**src/rtl/seq_mult_bcd_pkg.sv**
```systemverilog
// Shared types and elaboration helpers for the sequential BCD multiplier.
package seq_mult_bcd_pkg;

   typedef enum logic [1:0] {
      IDLE = 2'd0,
      MULT = 2'd1,
      CONV = 2'd2,
      DONE = 2'd3
   } state_t;

   // Smallest digit count d with 10^d > (2^width - 1)^2; valid for width <= 63.
   function automatic int min_digits(input int width);
      logic [127:0] max_prod;
      logic [127:0] pow10;
      int           d;
      max_prod = ((128'd1 << width) - 128'd1) * ((128'd1 << width) - 128'd1);
      pow10    = 128'd1;
      d        = 0;
      while ((pow10 <= max_prod) && (d < 40)) begin
         pow10 = pow10 * 128'd10;
         d     = d + 1;
      end
      return d;
   endfunction

endpackage

```
**src/rtl/seq_double_dabble.sv**
```systemverilog
// Sequential binary-to-packed-BCD converter, one input bit per cycle, MSB first.
module seq_double_dabble
   import seq_mult_bcd_pkg::*;
#(
   parameter int IN_W   = 16,
   parameter int DIGITS = 5
) (
   input  logic                  clock,
   input  logic                  reset_n,
   input  logic                  load,
   input  logic [IN_W-1:0]       bin,
   output logic                  busy,
   output logic                  done,
   output logic [4*DIGITS-1:0]   bcd
);

   localparam int CW = $clog2(IN_W + 1);

   logic [IN_W-1:0]     shreg;
   logic [CW-1:0]       remaining;
   logic [4*DIGITS-1:0] adjusted;

   function automatic logic [4*DIGITS-1:0] add3(input logic [4*DIGITS-1:0] v);
      logic [4*DIGITS-1:0] r;
      r = v;
      for (int i = 0; i < DIGITS; i++) begin
         if (v[4*i +: 4] >= 4'd5) r[4*i +: 4] = v[4*i +: 4] + 4'd3;
      end
      return r;
   endfunction

   assign adjusted = add3(bcd);

   // High during the cycle whose closing edge performs the final shift.
   assign done = busy && (remaining == CW'(1));

   always_ff @(posedge clock or negedge reset_n) begin
      if (!reset_n) begin
         shreg     <= '0;
         bcd       <= '0;
         remaining <= '0;
         busy      <= 1'b0;
      end else if (load) begin
         shreg     <= bin;
         bcd       <= '0;
         remaining <= CW'(IN_W);
         busy      <= 1'b1;
      end else if (busy) begin
         {bcd, shreg} <= {adjusted, shreg} << 1;
         remaining    <= remaining - CW'(1);
         if (remaining == CW'(1)) busy <= 1'b0;
      end
   end

endmodule

```
**src/rtl/seq_mult_bcd.sv**
```systemverilog
// Sequential shift-add multiplier with signed/unsigned operands and BCD result.
//   state | meaning
//   IDLE  | waiting for start, results held
//   MULT  | WIDTH shift-add iterations on operand magnitudes
//   CONV  | double-dabble of the product magnitude in progress
//   DONE  | register results, pulse done
module seq_mult_bcd
   import seq_mult_bcd_pkg::*;
#(
   parameter int WIDTH  = 8,
   parameter int DIGITS = 5
) (
   input  logic                  clock,
   input  logic                  reset_n,
   input  logic                  start,
   input  logic                  is_signed,
   input  logic [WIDTH-1:0]      multiplier,
   input  logic [WIDTH-1:0]      multiplicand,
   output logic                  busy,
   output logic                  done,
   output logic [2*WIDTH-1:0]    product,
   output logic [4*DIGITS-1:0]   bcd,
   output logic                  negative,
   output logic                  zero
);

   localparam int PW = 2 * WIDTH;
   localparam int CW = $clog2(PW + 1);

   if (WIDTH < 2) begin : g_bad_width
      $error("seq_mult_bcd: WIDTH must be at least 2");
   end
   if (DIGITS < min_digits(WIDTH)) begin : g_bad_digits
      $error("seq_mult_bcd: DIGITS too small for WIDTH");
   end

   state_t              state;
   logic                sign;
   logic [WIDTH-1:0]    mpl;
   logic [PW-1:0]       mcand_sh;
   logic [PW-1:0]       acc;
   logic [PW-1:0]       acc_next;
   logic [CW-1:0]       iter;
   logic                dd_load;
   logic                dd_busy;
   logic                dd_done;
   logic [4*DIGITS-1:0] dd_bcd;

   // Most negative two's complement value maps to 2^(WIDTH-1) as unsigned.
   function automatic logic [WIDTH-1:0] magnitude(input logic [WIDTH-1:0] v, input logic sgn);
      return (sgn && v[WIDTH-1]) ? (~v + WIDTH'(1)) : v;
   endfunction

   always_comb begin
      acc_next = acc;
      if (mpl[0]) acc_next = acc + mcand_sh;
   end

   // Converter is loaded with the final sum on the last MULT edge.
   assign dd_load = (state == MULT) && (iter == CW'(WIDTH - 1));

   seq_double_dabble #(
      .IN_W   (PW),
      .DIGITS (DIGITS)
   ) u_dd (
      .clock   (clock),
      .reset_n (reset_n),
      .load    (dd_load),
      .bin     (acc_next),
      .busy    (dd_busy),
      .done    (dd_done),
      .bcd     (dd_bcd)
   );

   always_ff @(posedge clock or negedge reset_n) begin
      if (!reset_n) begin
         state    <= IDLE;
         sign     <= 1'b0;
         mpl      <= '0;
         mcand_sh <= '0;
         acc      <= '0;
         iter     <= '0;
         busy     <= 1'b0;
         done     <= 1'b0;
         product  <= '0;
         bcd      <= '0;
         negative <= 1'b0;
         zero     <= 1'b0;
      end else begin
         done <= 1'b0;
         case (state)
            IDLE: begin
               if (start) begin
                  sign     <= is_signed & (multiplier[WIDTH-1] ^ multiplicand[WIDTH-1]);
                  mpl      <= magnitude(multiplier, is_signed);
                  mcand_sh <= {{WIDTH{1'b0}}, magnitude(multiplicand, is_signed)};
                  acc      <= '0;
                  iter     <= '0;
                  busy     <= 1'b1;
                  state    <= MULT;
               end
            end
            MULT: begin
               acc      <= acc_next;
               mpl      <= mpl >> 1;
               mcand_sh <= mcand_sh << 1;
               if (iter == CW'(WIDTH - 1)) begin
                  iter  <= '0;
                  state <= CONV;
               end else begin
                  iter <= iter + CW'(1);
               end
            end
            CONV: begin
               if (dd_done || !dd_busy) begin
                  busy  <= 1'b0;
                  state <= DONE;
               end
            end
            DONE: begin
               product  <= (sign && (acc != '0)) ? (~acc + PW'(1)) : acc;
               bcd      <= dd_bcd;
               zero     <= (acc == '0);
               negative <= sign && (acc != '0);
               done     <= 1'b1;
               state    <= IDLE;
            end
            default: state <= IDLE;
         endcase
      end
   end

endmodule

```
**config.mk**
```make
export PLATFORM = sky130hd
export DESIGN_NAME = seq_mult_bcd
export DESIGN_NICKNAME = d
export VERILOG_FILES = /design/src/rtl/seq_mult_bcd_pkg.sv /design/src/rtl/seq_double_dabble.sv /design/src/rtl/seq_mult_bcd.sv
export SDC_FILE = /design/constraint.sdc
export NUM_CORES = 1
export LEC_CHECK = 0
export ABC_CLOCK_PERIOD_IN_PS = 7100
export CORE_MARGIN = 5
export CORE_UTILIZATION = 49
export CTS_CLUSTER_SIZE = 10
export DETAILED_ROUTE_END_ITERATION = 7
export PLACE_DENSITY_LB_ADDON = 0.15
export SKIP_CTS_REPAIR_TIMING = 1
export SLEW_MARGIN = 5
export SYNTH_ARGS = -nofsm -noshare
export SYNTH_HDL_FRONTEND = slang
export SYNTH_SLANG_ARGS = --single-unit
```
**constraint.sdc**
```tcl
create_clock -name clock -period 7.1 [get_ports clock]
set_input_delay 1.42 -clock clock [delete_from_list [all_inputs] [get_ports clock]]
set_output_delay 1.42 -clock clock [all_outputs]
set_load 0.05 [all_outputs]
```
# Word-level counts from Yosys, hierarchy flattened
# Index checks and enable logic that the tools add are counted.
[classes]
n_addsub = 11
n_lt_le_gt_ge = 5
n_eq_ne = 8
mux = 35
bitwise = 5
reduce_logical = 17
[op_table]
columns = ["operator", "count"]
rows = [
  ["$mux W16", 6],
  ["$pmux W16 S2", 2],
  ["$mux W20", 2],
  ["$mux W8", 3],
  ["$ge A4 B3 Y1 const B", 5],
  ["$mux W5", 4],
  ["$add A16 B1 Y16 const B", 1],
  ["$add A16 B16 Y16", 1],
  ["$add A4 B2 Y4 const B", 4],
  ["$add A8 B1 Y8 const B", 2],
  ["$logic_not A16 Y1", 1],
  ["$mux W4", 4],
  ["$not A16 Y16", 1],
  ["$not A8 Y8", 2],
  ["$pmux W8 S2", 1],
  ["$reduce_bool A16 Y1", 1],
  ["$pmux W5 S2", 1],
  ["$pmux W2 S4", 1],
  ["$mux W1", 6],
  ["$mux W2", 3],
  ["$reduce_and A3 Y1", 2],
  ["$reduce_bool A2 Y1", 3],
  ["$add A5 B1 Y5 const B", 1],
  ["$eq A5 B1 Y1 const B", 1],
  ["other kinds (16)", 23],
]
[totals]
reg_bits = 130
output_inout_bits = 40
elab_cells = 97

# Depth between registers and ports, before layout
# Gate-level depths: netlist of the first run.
[logic_depth]
word_depth = 5
depth_mapped = 10

# Cells and area by module
# Synthesis of the first run repeated with hierarchy kept, for this count alone.
[unflattened]
cells_unflattened = 774
hier_area_um2 = 7394.6
[by_module_without_submodules]
columns = ["module", "n_inst", "cells_per_inst", "area_each_um2", "seq_area_each_um2"]
rows = [
  ["seq_mult_bcd", 1, 535, 5086.1, 2202.1],
  ["seq_double_dabble", 1, 239, 2308.5, 1051.0],
]

# Worst setup path after synthesis of the first run
# Ideal clock, no wire load.
[synth_timing]
kind = "input to register"
from = "input start"
to = "register acc[11]"
setup_ps = 121
t_arrival_ps = 2551
t_required_ps = 6979
slack_ps = 4428
path_stages = 6
cell_sequence = "buf_2 > nand2b_1 > buf_2 > o21ai_2 > o21bai_1 > a22o_1"
[synth_via]
elab_chain_len = 2
[synth_lines]
columns = ["element", "line", "text"]
rows = [
  ["start: declaration", "seq_mult_bcd.sv:15", "input logic start,"],
  ["$ne A2 B2 Y1 (no source line)", "--", ""],
  ["$reduce_and A2 Y1 (no source line)", "--", ""],
  ["end signal: assignment", "seq_mult_bcd.sv:104", "acc <= acc_next;"],
  ["end: declaration", "seq_mult_bcd.sv:41", "logic [PW-1:0] acc;"],
]
# Every way passes these cells.
# A chain may end at the register's enable or synchronous reset.

# Worst setup path in the final report of the first run
[layout_timing]
from = "input start"
to = "register acc[7]"
# The elaborated chain is that of the path after synthesis.

==> results of run 1 <==
logic make-up (layout without fill, tap and decap cells):
kind of cell	count (synthesis)	count (layout)
AO/OA/AOI/OAI	229	229
AND/OR/NAND/NOR	184	184
flip-flops	130	130
buffers and inverters	65	126
XOR/XNOR	49	49
multiplexers	45	45
adder cells (fa/ha/maj)	36	36
sequential cells by signal (all words and copies together) (netlist names):
signal / flops
u_dd.bcd: 20
u_dd.remaining: 5
mpl: 8
sign: 1
u_dd.busy: 1
negative: 1
acc: 16
bcd: 20
mcand_sh: 16
u_dd.shreg: 16
zero: 1
product: 16
state: 2
done: 1
busy: 1
iter: 5
power groups by stage:
stage               Clock, µW  Sequential (µW)  Combinational (µW)
finish                    898             1140                1470
global route              945             1170                1640
CTS                       913             1140                1480
detailed placement          0             1150                1470
global placement            0             1140                1430
floorplan                   0             1310                 907
synthesized netlist by cell type, types with 14 or more instances:
library cell | instances | share of area [%]
xor2_1 | 22 | 2.7
xnor2_1 | 27 | 3.3
dfrtp_1 | 130 | 46
mux2_2 | 23 | 3.6
ha_1 | 35 | 6.1
nand3_1 | 16 | 1.1
nor3_1 | 14 | 0.98
a22o_1 | 20 | 2.5
nor2_1 | 57 | 3.0
mux2i_1 | 21 | 2.9
nand2_1 | 56 | 2.9
a21oi_1 | 92 | 6.5
clkbuf_1 | 27 | 1.4
o21ai_0 | 55 | 3.9
inv_1 | 29 | 1.5
per-layer routing:
metal	up-vias	routed length (µm)	global-route usage, %
met2	132	6690	29.0
met5	-	0	0
met1	2605	7510	27.4
met4	0	280	7.02
met3	22	726	4.47
li1	2722	-	-
final timing paths:
kind	endpoint	startpoint	cells after the start	slack, ns
max	acc[7]$_DFFE_PN0P_	start	5	3.65
min	bcd[12]$_DFFE_PN0P_	bcd[12]$_DFFE_PN0P_	1	0.50
max reg2reg	u_dd.shreg[11]$_DFFE_PN0P_	state[1]$_DFFE_PN0P_	8	4.19
min reg2reg	bcd[12]$_DFFE_PN0P_	bcd[12]$_DFFE_PN0P_	1	0.50
max in group asynchronous	u_dd.shreg[13]$_DFFE_PN0P_	reset_n	2	4.67
min in group asynchronous	bcd[11]$_DFFE_PN0P_	reset_n	1	1.08
critical path, delay by kind of cell:
kind                   cells  cell delay [ns]
AOI/OAI and AO/OA          2             0.94
buffers and inverters      1             0.65
and+or+nand+nor            2             0.79
area by class of cell:
| class | count | area [µm²] |
|---|---|---|
| clock buffer | 23 | 488 |
| clock inverter | 9 | 128 |
| fill | 1226 | 5960 |
| inverter | 30 | 113 |
| multi-input combinational | 543 | 3630 |
| sequential | 130 | 3250 |
| tap | 184 | 230 |
| timing repair buffer | 64 | 626 |
stage by stage:
step | total power, µW | setup WS [ns] | hold slack [ns] | util (%)
2_1_floorplan | 2220 | 4.43 | 0.469 | -
3_3_place_gp | 2580 | 3.33 | 0.489 | 54.4
3_5_place_dp | 2620 | 3.25 | 0.494 | 54.4
4_1_cts | 3530 | 3.67 | 0.505 | 58.7
5_1_grt | 3750 | 3.45 | 0.514 | 58.7
6_report | 3510 | 3.65 | 0.502 | 58.7
==> qor.txt, run 1 <==
Clock-pin slew on the worst setup and hold paths -> 0.05 ns
Vias in the first global route -> 5,476
Syn_nets -> 794
Most frequent cells in the layout -> 130 x dfrtp_1, 92 x a21oi_1, 58 x clkdlybuf4s50_1, 56 x nor2_1, 56 x nand2_1
First-iteration detailed-routing DRC count -> 360
Post-synth EDFFs -> 0
Worst Path Required -> 7.45 ns
Worst skew pair latency -> 0.42 ns
Max Root-Sink Buffers -> 2
Worst slew pin tran -> 1.07 ns
Nets -> 842
Placeable Area -> 14,400 µm²
DP HPWL -> 10.8 mm
Sequential share of power -> 32.5%
Main combinational cell family by area after synthesis -> compound AO/OA/AOI/OAI gates
Post-synthesis mux area share -> 6.78%
Synth Cell Area -> 7130 µm²
Area share of and/or/nand/nor cells after synthesis -> 11.9%
Switching power of the nets -> 1420 µW
CTS H-tree depth -> 4
Gr ovfl total -> 0
Distinct cells, synth -> 57
# rows -> 44
Adder-cell share of the synthesized area -> 6.43%
DRC errors left -> 0
Max stage delay on crit path -> 0.70 ns
Xor/xnor cell area share of the yosys netlist -> 6.02%
Vias per std cell -> 5.58
Leakage -> 0.00382 µW
ANT nets after route -> 0
Die W -> 131 µm
Worst Setup Path Type -> input pin to flip-flop
Arrival time at the worst endpoint -> 3.80 ns
Clock Sinks -> 130
Max VDD drop -> 0.209 mV
Register bit total from synthesis -> 130
Status -> completed
I/O Buffers -> 59
Clk_skew -> 0.00877 ns
Largest net degree at the start of global routing -> 73
Sequential fraction of the synthesis area -> 45.7%
CP max-delay cell -> o21bai_1
Final instance area -> 8460 µm²
Switching share of total power -> 40.5%
Max-cap violations -> 0
Synth Flop Type -> dfrtp_1
DR vias -> 5,481
Slew headroom -> 28.4%
CP max FO -> 14
Global-route wire length before repair -> 26.4 mm
Die area -> 17,100 µm²
Worst-path cell chain -> clkdlybuf4s50_1, nand2b_1, nand2_1, o21bai_1, a22o_1
Num CTS Buffers -> 17
Final hold vios -> 0
Tcrit/Tclk final -> 48.6%
Antenna diodes -> 0
Layout cells sized above 1 -> 9.26%
Syn avg cell area -> 9.66 µm²
Critical path capture point type -> flip-flop
Fmax -> 290 MHz
# setup viols final -> 0
Comb power frac -> 41.9%
Initial core utilization -> 49.4%
Setup TNS Final -> 0 ns
CTS tree -> built
YS warnings -> 0
Complex-gate fraction of the synthesized area -> 19.8%
Fin cells -> 983
FFs w/ async S/R, synth -> 100%
Clock Power Share -> 25.6%
Period minus WS final -> 3.45 ns
PwrDens -> 415 nW/µm²
Gate count of the mapped netlist -> 738
Commonest non-fill, non-tap cell in the layout -> dfrtp_1
Min-delay worst type -> flip-flop to flip-flop
Placed instance area -> 7850 µm²
Die Ht -> 131 µm
Top Ports -> 60
RD Place Congestion -> 0.816
Critical path startpoint category -> input pin
Max-slew violation count -> 0
Root Buffer -> clkbuf_16
Number of placed cells counting well taps -> 951
Unrepaired setup endpoints after global routing -> no
DRT Wirelength -> 15.2 mm
Total track usage -> 19.3%
Pre-antenna DRT Iters -> 5
Avg WL per Cell -> 15.5 µm
Initial antenna violation count -> 0
Internal power -> 2090 µW
Area Overhead vs Synth -> 18.8%
Power figures use the tool's default switching activity.
==> inputs of run 2 (changes only) <==
--- a/config.mk
+++ b/config.mk
@@ -5,7 +5,7 @@
 export SDC_FILE = /design/constraint.sdc
 export NUM_CORES = 1
 export LEC_CHECK = 0
-export ABC_CLOCK_PERIOD_IN_PS = 7100
+export ABC_CLOCK_PERIOD_IN_PS = 2800
 export CORE_MARGIN = 5
 export CORE_UTILIZATION = 49
 export CTS_CLUSTER_SIZE = 10
==> constraint.sdc (replaced) <==
create_clock -name clock -period 2.8 [get_ports clock]
set_input_delay 0.56 -clock clock [delete_from_list [all_inputs] [get_ports clock]]
set_output_delay 0.56 -clock clock [all_outputs]
set_load 0.05 [all_outputs]
==> qor.txt, run 2 (synthesis gave the netlist of run 1 again) <==
Regs by FF count -> bcd: 20 flops, u_dd.bcd: 20 flops (unchanged)
Initial core utilization -> 49.4% (unchanged)
Critical path startpoint category -> flip-flop (was input pin)
Initial antenna violation count -> 0 (unchanged)
# rows -> 44 (unchanged)
Die Ht -> 131 µm (unchanged)
Met3 WL post-DR -> 714 µm (was 726 µm)
Vias in the first global route -> 5,564 (was 5,476)
Vias per std cell -> 5.58 (about the same)
Critical path capture point type -> flip-flop (unchanged)
Worst Path Required -> 3.07 ns (was 7.45 ns)
Worst Setup Path Type -> flip-flop to flip-flop (was input pin to flip-flop)
CTS H-tree depth -> 4 (unchanged)
Slew headroom -> 45.6% (was 28.4%)
Metal2 WL -> 7.28 mm (was 6.69 mm)
Layout cells sized above 1 -> 11.5% (was 9.26%)
Avg WL per Cell -> 15.7 µm (was 15.5 µm)
Arrival time at the worst endpoint -> 2.80 ns (was 3.80 ns)
Max VDD drop -> 0.567 mV (was 0.209 mV)
# setup viols final -> 0 (unchanged)
Unrepaired setup endpoints after global routing -> no (unchanged)
Commonest non-fill, non-tap cell in the layout -> dfrtp_1 (unchanged)
CTS tree -> built (unchanged)
Max-cap violations -> 0 (unchanged)
Largest net degree at the start of global routing -> 43 (was 73)
Num CTS Buffers -> 17 (unchanged)
DRT met1 WL -> 7.52 mm (was 7.51 mm)
Setup TNS Final -> 0 ns (unchanged)
DRT Wirelength -> 15.7 mm (was 15.2 mm)
CP max FO -> 13 (was 14)
Gr ovfl total -> 0 (unchanged)
Leakage -> 0.00393 µW (was 0.00382 µW)
Most frequent cells in the layout -> 130 x dfrtp_1, 92 x a21oi_1, 58 x clkdlybuf4s50_1, 56 x nor2_1, 56 x nand2_1 (unchanged)
Root Buffer -> clkbuf_16 (unchanged)
Placed instance area -> 8000 µm² (was 7850 µm²)
Period minus WS final -> 2.54 ns
Clock Sinks -> 130 (unchanged)
Fmax -> 394 MHz
Antenna diodes -> 0 (unchanged)
DRC errors left -> 0 (unchanged)
Max-slew violation count -> 0 (unchanged)
Placeable Area -> 14,400 µm² (unchanged)
First-iteration detailed-routing DRC count -> 298 (was 360)
Die W -> 131 µm (unchanged)
Min-delay worst type -> input pin to asynchronous set/reset pin (was flip-flop to flip-flop)
Pre-antenna DRT Iters -> 5 (unchanged)
Total track usage -> 19.7% (was 19.3%)
Tcrit/Tclk final -> 90.6%
Top Ports -> 60 (unchanged)
Die area -> 17,100 µm² (unchanged)
Highest Signal Layer -> met4 (unchanged)
Clock-pin slew on the worst setup and hold paths -> 0.05 ns (about the same)
Max Root-Sink Buffers -> 2 (unchanged)
ANT nets after route -> 0 (unchanged)
Status -> completed (unchanged)
Hold WS -> 0.137 ns (was 0.502 ns)
Area Overhead vs Synth -> 20.9% (was 18.8%)
Global-route wire length before repair -> 26.8 mm (was 26.4 mm)
Clk_skew -> 0.00452 ns (was 0.00877 ns)
I/O Buffers -> 59 (unchanged)
Final hold vios -> 0 (unchanged)
Worst slew pin tran -> 0.812 ns (was 1.07 ns)
RD Place Congestion -> 0.832 (was 0.816)
DR vias -> 5,588 (was 5,481)
DP HPWL -> 11.4 mm (was 10.8 mm)
PwrDens -> 1050 nW/µm² (was 415 nW/µm²)
Worst skew pair latency -> 0.42 ns (about the same)
Nets -> 861 (was 842)
Final instance area -> 8620 µm² (was 8460 µm²)
==> run 2: final timing paths <==
check	slack, ns	endpoint	startpoint	cells past startpoint
max	0.26	product[8]$_DFFE_PN0P_	acc[0]$_DFFE_PN0P_	9
min	0.14	u_dd.bcd[11]$_DFFE_PN0P_	reset_n	1
max reg2reg	0.26	product[8]$_DFFE_PN0P_	acc[0]$_DFFE_PN0P_	9
min reg2reg	0.50	bcd[17]$_DFFE_PN0P_	bcd[17]$_DFFE_PN0P_	1
max in group asynchronous	1.88	u_dd.shreg[13]$_DFFE_PN0P_	reset_n	2
min in group clock	0.50	bcd[17]$_DFFE_PN0P_	bcd[17]$_DFFE_PN0P_	1
==> run 2: per-layer routing <==
| metal | GRT usage (%) | vias to the layer above |
|---|---|---|
| met2 | 31.7 | 125 |
| li1 | - | 2763 |
| met4 | 6.23 | 0 |
| met5 | 0 | - |
| met1 | 26.4 | 2680 |
| met3 | 4.76 | 20 |
==> run 2: power by group <==
| group | internal (µW) | switching (µW) |
|---|---|---|
| logic | 1490 | 2400 |
| clock network | 1490 | 807 |
| registers | 2410 | 479 |
==> run 2: cell type report <==
cell class | count | area [µm²]
Timing Repair Buffer | 83 | 781
Clock inverter | 10 | 130
Sequential cell | 130 | 3250
Multi-Input combinational cell | 543 | 3630
Clock buffer | 22 | 484
Tap cell | 184 | 230
Fill cell | 1236 | 5810
Inverter | 30 | 113
==> run 2: worst max-delay path, cell delays in order (launching register included) <==
cell	delay, ns
dfrtp_1	0.46
inv_1	0.11
ha_1	0.23
nor3b_1	0.16
nand4_1	0.14
nor3_1	0.08
nor2b_1	0.63
o21ai_0	0.26
xnor2_1	0.22
a21oi_1	0.08
==> run 2: per-stage QoR <==
step / power (µW) / util, % / setup slack, ns / instances
after floorplan: 5630 / - / 0.543 / 738
after global placement: 6670 / 55.5 / 0.379 / 970
after detailed placement: 6790 / 55.5 / 0.293 / 970
after CTS: 9110 / 59.8 / 0.276 / 1002
after global routing: 9690 / 59.8 / 0.0395 / 1002
final: 9080 / 59.8 / 0.263 / 1002
